===== config.mk =====
export PLATFORM = sky130hd
export DESIGN_NAME = fb_pixel_writer
export DESIGN_NICKNAME = d
export VERILOG_FILES = /design/src/rtl/fb_pixel_writer.sv
export SDC_FILE = /design/constraint.sdc
export NUM_CORES = 1
export LEC_CHECK = 0
export CELL_PAD_IN_SITES_DETAIL_PLACEMENT = 2
export CELL_PAD_IN_SITES_GLOBAL_PLACEMENT = 2
export CORE_MARGIN = 2
export CORE_UTILIZATION = 35
export CTS_BUF_LIST = sky130_fd_sc_hd__clkbuf_4
export DETAILED_ROUTE_END_ITERATION = 10
export PLACE_DENSITY_LB_ADDON = 0.1
export SLEW_MARGIN = 20
export SYNTH_ARGS = -nofsm -noshare
export SYNTH_HDL_FRONTEND = slang
export SYNTH_SLANG_ARGS = --single-unit

===== constraint.sdc =====
create_clock -name clk -period 3.2 [get_ports clk]
set_input_delay 0.32 -clock clk [delete_from_list [all_inputs] [get_ports clk]]
set_output_delay 0.32 -clock clk [all_outputs]
set_load 0.005 [all_outputs]

===== src/rtl/fb_pixel_writer.sv =====
// ============================================================================
//  fb_pixel_writer : buffers scanner pixels and writes them to the framebuffer
//                    port; also runs a full-screen clear on request.
//  Optional: FB_PIXEL_WRITER_CLIP_EN drops off-screen pixels after accepting them.
//  Revision: 1.0
// ============================================================================
`default_nettype none

module fb_pixel_writer #(
    parameter int CORDW      = 9,
    parameter int COLRW      = 4,
    parameter int FB_WIDTH   = 320,
    parameter int FB_HEIGHT  = 240,
    parameter int FIFO_DEPTH = 4,
    parameter int ADDRW      = 17
) (
    input  logic             clk,
    input  logic             rst,
    input  logic             drawing,
    input  logic [CORDW-1:0] x,
    input  logic [CORDW-1:0] y,
    input  logic [COLRW-1:0] colour,
    output logic             oe,
    input  logic             clear_start,
    input  logic [COLRW-1:0] clear_colour,
    output logic             busy,
    output logic             clear_done,
    input  logic             fb_gnt,
    output logic             fb_we,
    output logic [ADDRW-1:0] fb_addr,
    output logic [COLRW-1:0] fb_data
);

    localparam int               PTRW      = $clog2(FIFO_DEPTH);
    localparam int               ENTW      = ADDRW + COLRW;
    localparam logic [PTRW:0]    DEPTH_C   = (PTRW+1)'(FIFO_DEPTH);
    localparam logic [ADDRW-1:0] LAST_ADDR = ADDRW'(FB_WIDTH * FB_HEIGHT - 1);

    typedef enum logic [1:0] {
        IDLE  = 2'd0,
        DRAIN = 2'd1,
        CLEAR = 2'd2,
        DONE  = 2'd3
    } state_t;

    state_t           state;
    logic [ENTW-1:0]  mem [FIFO_DEPTH];
    logic [PTRW-1:0]  rd_ptr;
    logic [PTRW-1:0]  wr_ptr;
    logic [PTRW:0]    count;
    logic [ADDRW-1:0] clr_addr;
    logic [COLRW-1:0] clr_colour;

    logic [ADDRW-1:0] pix_addr;
    logic             in_range;
    logic             push;
    logic             pop;

    assign pix_addr = ADDRW'(y) * ADDRW'(FB_WIDTH) + ADDRW'(x);

`ifdef FB_PIXEL_WRITER_CLIP_EN
    assign in_range = (32'(x) < FB_WIDTH) && (32'(y) < FB_HEIGHT);
`else
    assign in_range = 1'b1;
`endif

    // A full FIFO never accepts, even when a pop happens in the same cycle.
    assign oe   = (state == IDLE) && (count < DEPTH_C);
    assign push = drawing && oe && in_range;
    assign pop  = (count != '0) && fb_gnt && (state != CLEAR);
    assign busy = (count != '0) || (state != IDLE);

    always_ff @(posedge clk) begin
        if (push) begin
            mem[wr_ptr] <= {pix_addr, colour};
        end
    end

    always_ff @(posedge clk) begin
        if (rst) begin
            rd_ptr <= '0;
            wr_ptr <= '0;
            count  <= '0;
        end else begin
            if (push) wr_ptr <= wr_ptr + 1'b1;
            if (pop)  rd_ptr <= rd_ptr + 1'b1;
            case ({push, pop})
                2'b10:   count <= count + 1'b1;
                2'b01:   count <= count - 1'b1;
                default: count <= count;
            endcase
        end
    end

    always_ff @(posedge clk) begin
        if (rst) begin
            state      <= IDLE;
            fb_we      <= 1'b0;
            fb_addr    <= '0;
            fb_data    <= '0;
            clear_done <= 1'b0;
            clr_addr   <= '0;
            clr_colour <= '0;
        end else begin
            fb_we      <= 1'b0;
            clear_done <= 1'b0;
            if (pop) begin
                fb_we              <= 1'b1;
                {fb_addr, fb_data} <= mem[rd_ptr];
            end
            case (state)
                IDLE: begin
                    if (clear_start) begin
                        state      <= DRAIN;
                        clr_colour <= clear_colour;
                    end
                end
                DRAIN: begin
                    // Buffered pixels land before the clear overwrites them.
                    if (count == '0) begin
                        state    <= CLEAR;
                        clr_addr <= '0;
                    end
                end
                CLEAR: begin
                    if (fb_gnt) begin
                        fb_we   <= 1'b1;
                        fb_addr <= clr_addr;
                        fb_data <= clr_colour;
                        if (clr_addr == LAST_ADDR) begin
                            state      <= DONE;
                            clear_done <= 1'b1;
                        end else begin
                            clr_addr <= clr_addr + 1'b1;
                        end
                    end
                end
                DONE:    state <= IDLE;
                default: state <= IDLE;
            endcase
        end
    end

endmodule

`default_nettype wire

==> run summary <==
Die Y: 136.5 um
Clock Latency Late Sink: 0.58 ns
area share of the largest cell type after synthesis: 41.04%
PortBufs: 55
IO Pins: 56
dpl hpwl: 11.40 mm
post-cts sizing count: 0
Final ANT Viol Nets: 0
status: complete, no violations
crit path launch type: register
Total Wirelength: 16.20 mm
global placement routability congestion: 0.7499
CP max stage delay: 0.41 ns
Worst EP arrival: 3.33 ns
GRT Total Usage: 18.74%
first-pass GRT wire length: 25.77 mm
syn avg cell area: 12.67 um^2
CTS tree: done
core area: 17240 um^2
Least-Margin Pin Slew: 0.9259 ns
share of cells above drive strength 1: 12.57%
Yosys reg bits: 139
Fin. Hold Viols: 0
sequential area share after synthesis: 58.96%
CTS root buf: clkbuf_4
CTS H-tree depth: 4
CP bufs+invs: 3
min Tclk post-route: 2.809 ns
RSZ-0062 raised after global routing: false
Highest Clock Rate: 0.3559 GHz
Post-Synthesis Net Count: 546
Initial Util: 35.66%
relative slew slack: 38.12%
largest net degree at the start of global routing: 41
worst r2r path cells: 11
clock buffer count from CTS: 17
WP depth: 11
most frequent CP cell: inv_1
initial antenna violation count: 1
most common cell after layout, fill and taps aside: edfxtp_1
filler cell count: 1751
Residual DRC: 0
hold crit path type: in2reg
DR pass1 iterations: 4
Clock Skews: 0.01923 ns
Crit-path slowest cell: or3_2
critical-path cell list: inv_1, ha_1, and2b_2, and2_1, inv_1, ha_1, inv_1, fa_1, xor2_1, or3_2, a21oi_1
CP max FO: 8
Lkg Pwr: 2.526 nW
critical path class: reg2reg
GR Overflow Total: 0
Final setup viols: 0
vias in the first global route: 4669
final slew viol count: 0
Layout area overhead: 18.95%
pwr dens: 792.8 nW/um^2
Post-Syn Instances: 485
Yosys cell types: 55
asr flop ratio synth: 0%
Min Hold Slack: 0.3000 ns
wire per inst: 20.48 um
clk buf depth: 2
Post-synth top flop: edfxtp_1
Rows: 48
Synth area leaders: edfxtp_1, dfxtp_1, mux4_2, ha_1, nor2_1
EDFF count, synth: 84
WP data required: 3.72 ns
worst vdd ir: 0.0003293 V
Layout Nets: 613
Synth area leader: edfxtp_1
most frequent cells in the layout: edfxtp_1, dfxtp_1, clkdlybuf4s50_1
worst hold stages: 3
fin crit share: 87.80%
iteration-0 DRC count of the detailed router: 119
Netlist Area Pre-Place: 6146 um^2
CP Capture Type: register
Die Area: 18640 um^2
Largest delay share family, worst path: simple AND/OR/NAND/NOR gates
yosys synthesis warning count: 0
Via density: 5.283
# hold bufs at CTS: 0
setup bufs post-CTS: 0
total number of vias: 4179
CTS Sinks: 139
Horiz. Die Dim: 136.5 um
Clock Pin Slew Worst Setup and Hold Paths: 0.15 ns
Final Util: 42.41%
max cap viols: 0
-- layer usage --
| metal | vias to the layer above | wire [um] | track usage [%] |
|---|---|---|---|
| met5 | - | 0 | 0 |
| met4 | 0 | 157 | 4.167 |
| met3 | 11 | 375 | 4.778 |
| met2 | 47 | 8443 | 33.42 |
| met1 | 2144 | 7219 | 22.77 |
| li1 | 1977 | - | - |
-- stage by stage --
| stage | instances | area (um^2) | worst slack [ns] | total power, mW | TNS, ns |
|---|---|---|---|---|---|
| 6_report | 791 | 7311 | 0.3905 | 5.796 | 0 |
| 5_1_grt | 791 | 7311 | 0.2165 | 6.180 | 0 |
| 4_1_cts | 790 | 7308 | 0.3791 | 5.890 | 0 |
| 3_5_place_dp | 758 | 6983 | -0.1277 | 4.573 | -0.9463 |
| 3_3_place_gp | 758 | 6983 | 0.05447 | 4.468 | 0 |
| 2_1_floorplan | 485 | 6146 | 0.5287 | 3.697 | 0 |
-- path summary, 6_finish.rpt --
kind | slack [ns] | to | startpoint
max reg2reg | 0.39 | count[2] | state[0]
min reg2reg | 0.48 | clr_colour[1] | clr_colour[1]
min | 0.30 | clr_colour[2] | clear_colour[2]
max | 0.39 | count[2] | state[0]
-- sequential cells by signal, indices dropped and copies added (netlist names), 2 cells and up, named ones only --
signal,flops
rd_ptr,2
count,3
state,2
clr_colour,4
fb_addr,17
fb_data,4
wr_ptr,2
mem,84
clr_addr,17
-- synth_stat cells, types with 7 or more instances --
library cell / number
edfxtp_1: 84
dfxtp_1: 55
nor2_1: 50
ha_1: 27
a21oi_1: 26
nor3_1: 22
mux4_2: 21
nand2_1: 19
o22ai_1: 18
o21ai_0: 16
inv_1: 14
clkbuf_1: 13
nand4_1: 11
xnor2_1: 11
nand3_1: 10
or3_1: 8
xor2_1: 7
-- power breakdown --
| group | internal [mW] | switching (mW) | leakage, nW |
|---|---|---|---|
| combinational | 0.930 | 1.10 | 1.14 |
| clock | 0.514 | 0.783 | 0.174 |
| sequential | 2.30 | 0.174 | 1.21 |
-- kinds of logic (layout without fill, tap and decap cells) --
logic type	after synthesis	after routing	share of synthesized area (%)
AOI/OAI and AO/OA	85	85	8.469
DFF	139	139	58.96
xor gates and xnor gates	18	18	2.565
other	0	1	0
and+or+nand+nor	154	154	12.85
muxes	26	26	8.510
adders and majority gates	30	30	6.474
buffers and inverters	33	113	2.178
-- cell type report --
type                    count  area (um^2)  area share, %
flip-flops and latches    139         3623          49.56
multi-input cells         313         2389          32.67
repair buffers             66        633.1          8.660
well taps                 225        281.5          3.851
clock inverters            15        197.7          2.704
clock buffers              17        127.6          1.746
inverters                  15        56.30         0.7702
diodes                      1        2.502        0.03423
-- worst register-to-register path: cells and delay by family, from the launching register on --
family | cells | cell delay [ns]
xor+xnor | 1 | 0.16
compound gates | 1 | 0.14
buf+inv | 3 | 0.26
fa+ha+maj | 3 | 0.89
simple gates | 3 | 0.90
flops | 1 | 0.39
(Power assumes the default switching activity.)
==> variant: new RTL, config.mk and constraints unchanged <==
Build with the macro `FB_PIXEL_WRITER_CLIP_EN` defined.
--- a/src/rtl/fb_pixel_writer.sv
+++ b/src/rtl/fb_pixel_writer.sv
@@ -5,6 +5,8 @@
 //  Revision: 1.0
 // ============================================================================
 `default_nettype none
+
+`define FB_PIXEL_WRITER_CLIP_EN
 
 module fb_pixel_writer #(
     parameter int CORDW      = 9,
Behaviour: not the same (Yosys sat finds a counterexample within 4 cycles, from zero or initial values and one cycle with rst high).
==> variant against the unedited design <==
Clock skew grew 0.0043 ns. Area after synthesis grew 0.12%. Global-route usage shrank 0.35 points. Non-clock buffer count grew 3. Cell area is essentially flat. Total power shrank 14%. Routed wire length shrank 0.79%. Sequential cell count is the same. Setup slack lost 0.051 ns. First-iteration DRC count grew 110%. Critical endpoint unchanged.
==> variant: results (changes against the unedited design) <==
stage,metric,value,unit,change
finish,share of layout cells above drive strength 1,12.9,%,+0.29 points
status,outcome,"finished, final reports clean",,
setup_path,crit path DAT,3.37,ns,+0.04 ns
logic_synthesis,"Distinct cells, synth",56,,+1.8%
drt,first-pass iteration count of the detailed router,4,,unchanged
sta,Clock Skew,0.0236,ns,+0.00434 ns
logic_synthesis,Synth top cells by count,"edfxtp_1 (84), dfxtp_1 (55), nor2_1 (53)",,
placement,Placer Congestion,0.808,,+7.7%
hold_path,HP Class,in2reg,,
sta,hold slack,0.308,ns,+0.00787 ns
setup_path,"Slowest-stage cell, CP",and4_1,,
setup_path,CP Max Fanout,7,,-1
drt,Iter 0 DRT Violations,248,,+110%
drt,routed wl met2,8250,microns,-2.3%
global_routing,all-layer global routing usage,18.4,%,-0.35 points
drt,DRT Wirelength,16100,microns,-0.79%
clocking,Root Driver,clkbuf_4,,
global_routing,met3 GRT Util,4.70,%,-0.074 points
placement,dpl hpwl,11700,microns,+2.7%
drt,wl on met1,6950,microns,-3.7%
global_routing,met2 usage,31.5,%,-1.9 points
logic_synthesis,"Net Count, Synth",547,,+0.18%
logic_synthesis,register area share after synthesis,58.9,%,-0.072 points
finish,nets@finish,616,,+0.49%
global_routing,number of global-route vias before repair,4457,,-4.5%
global_routing,first-pass GRT wire length,25200,microns,-2.1%
clocking,total CTS buffers,17,,unchanged
logic_synthesis,Area contributors post-synth,"edfxtp_1 (41%), dfxtp_1 (18%), mux4_2 (7.7%)",,
power,leak pwr,2.50,nW,-1.0%
global_routing,initial antenna violation count,3,,+2
drt,top layer in use,met5,,
logic_synthesis,"EDFF count, synth",84,,unchanged
drt,wire length on met3,598,microns,+59%
sta,worst relative slew slack,44.4,%,+6.2 points
logic_synthesis,"Async S/R FF share, synth",0,%,unchanged
power,VDD IR max,0.235,mV,-29%
drt,routed vias/inst,5.21,,-1.5%
global_routing,GR Layer Usage met1,22.7,%,-0.064 points
setup_path,r2r setup slk,0.34,ns,-0.05 ns
clocking,post-CTS sizing,0,,unchanged
-- variant: cell families after synthesis --
group | share of synthesized area, %
simple gates | 11.8
flops | 58.9
compound gates | 8.32
buf+inv | 2.30
fa+ha+maj | 6.47
xor+xnor | 3.84
mux | 8.36
-- variant: final timing paths --
check | from | depth (start not counted) | end
worst min-delay path | clear_colour[1] | 3 | clr_colour[1]$_SDFFE_PP0P_
worst max register to register | state[0]$_SDFFE_PP0P_ | 12 | count[2]$_SDFFE_PP0P_
worst max-delay path | state[0]$_SDFFE_PP0P_ | 12 | count[2]$_SDFFE_PP0P_
worst min register to register | clr_colour[0]$_SDFFE_PP0P_ | 2 | clr_colour[0]$_SDFFE_PP0P_
-- variant: layout make-up --
| class | count | area, sq um |
|---|---|---|
| Inverter | 17 | 63.8 |
| Tap cell | 225 | 282 |
| Clock buffer | 17 | 128 |
| Multi-Input combinational cell | 311 | 2390 |
| Sequential cell | 139 | 3620 |
| Fill cell | 1751 | 9930 |
| Timing Repair Buffer | 69 | 656 |
| Clock inverter | 15 | 165 |
| Antenna cell | 1 | 2.50 |
-- variant: metrics by stage --
step | instance area [sq um] | total power, mW | setup WS [ns] | std cells
global route | 7310 | 5.29 | 0.131 | 794
detailed placement | 7010 | 3.86 | -0.0367 | 761
global placement | 7010 | 3.79 | 0.112 | 761
CTS | 7310 | 5.06 | 0.276 | 793
floorplan | 6150 | 3.15 | 0.650 | 486
finish | 7310 | 4.98 | 0.339 | 794
-- variant: worst min-delay path, cell delays in order --
cell and delay [ns]:
clkdlybuf4s50_1 0.40, nand3_1 0.07, a21oi_1 0.06
-- variant: where the power goes --
part	internal (mW)	switching [mW]	total [mW]
clock network	0.479	0.703	1.18
logic	0.720	0.824	1.54
registers	2.13	0.123	2.25
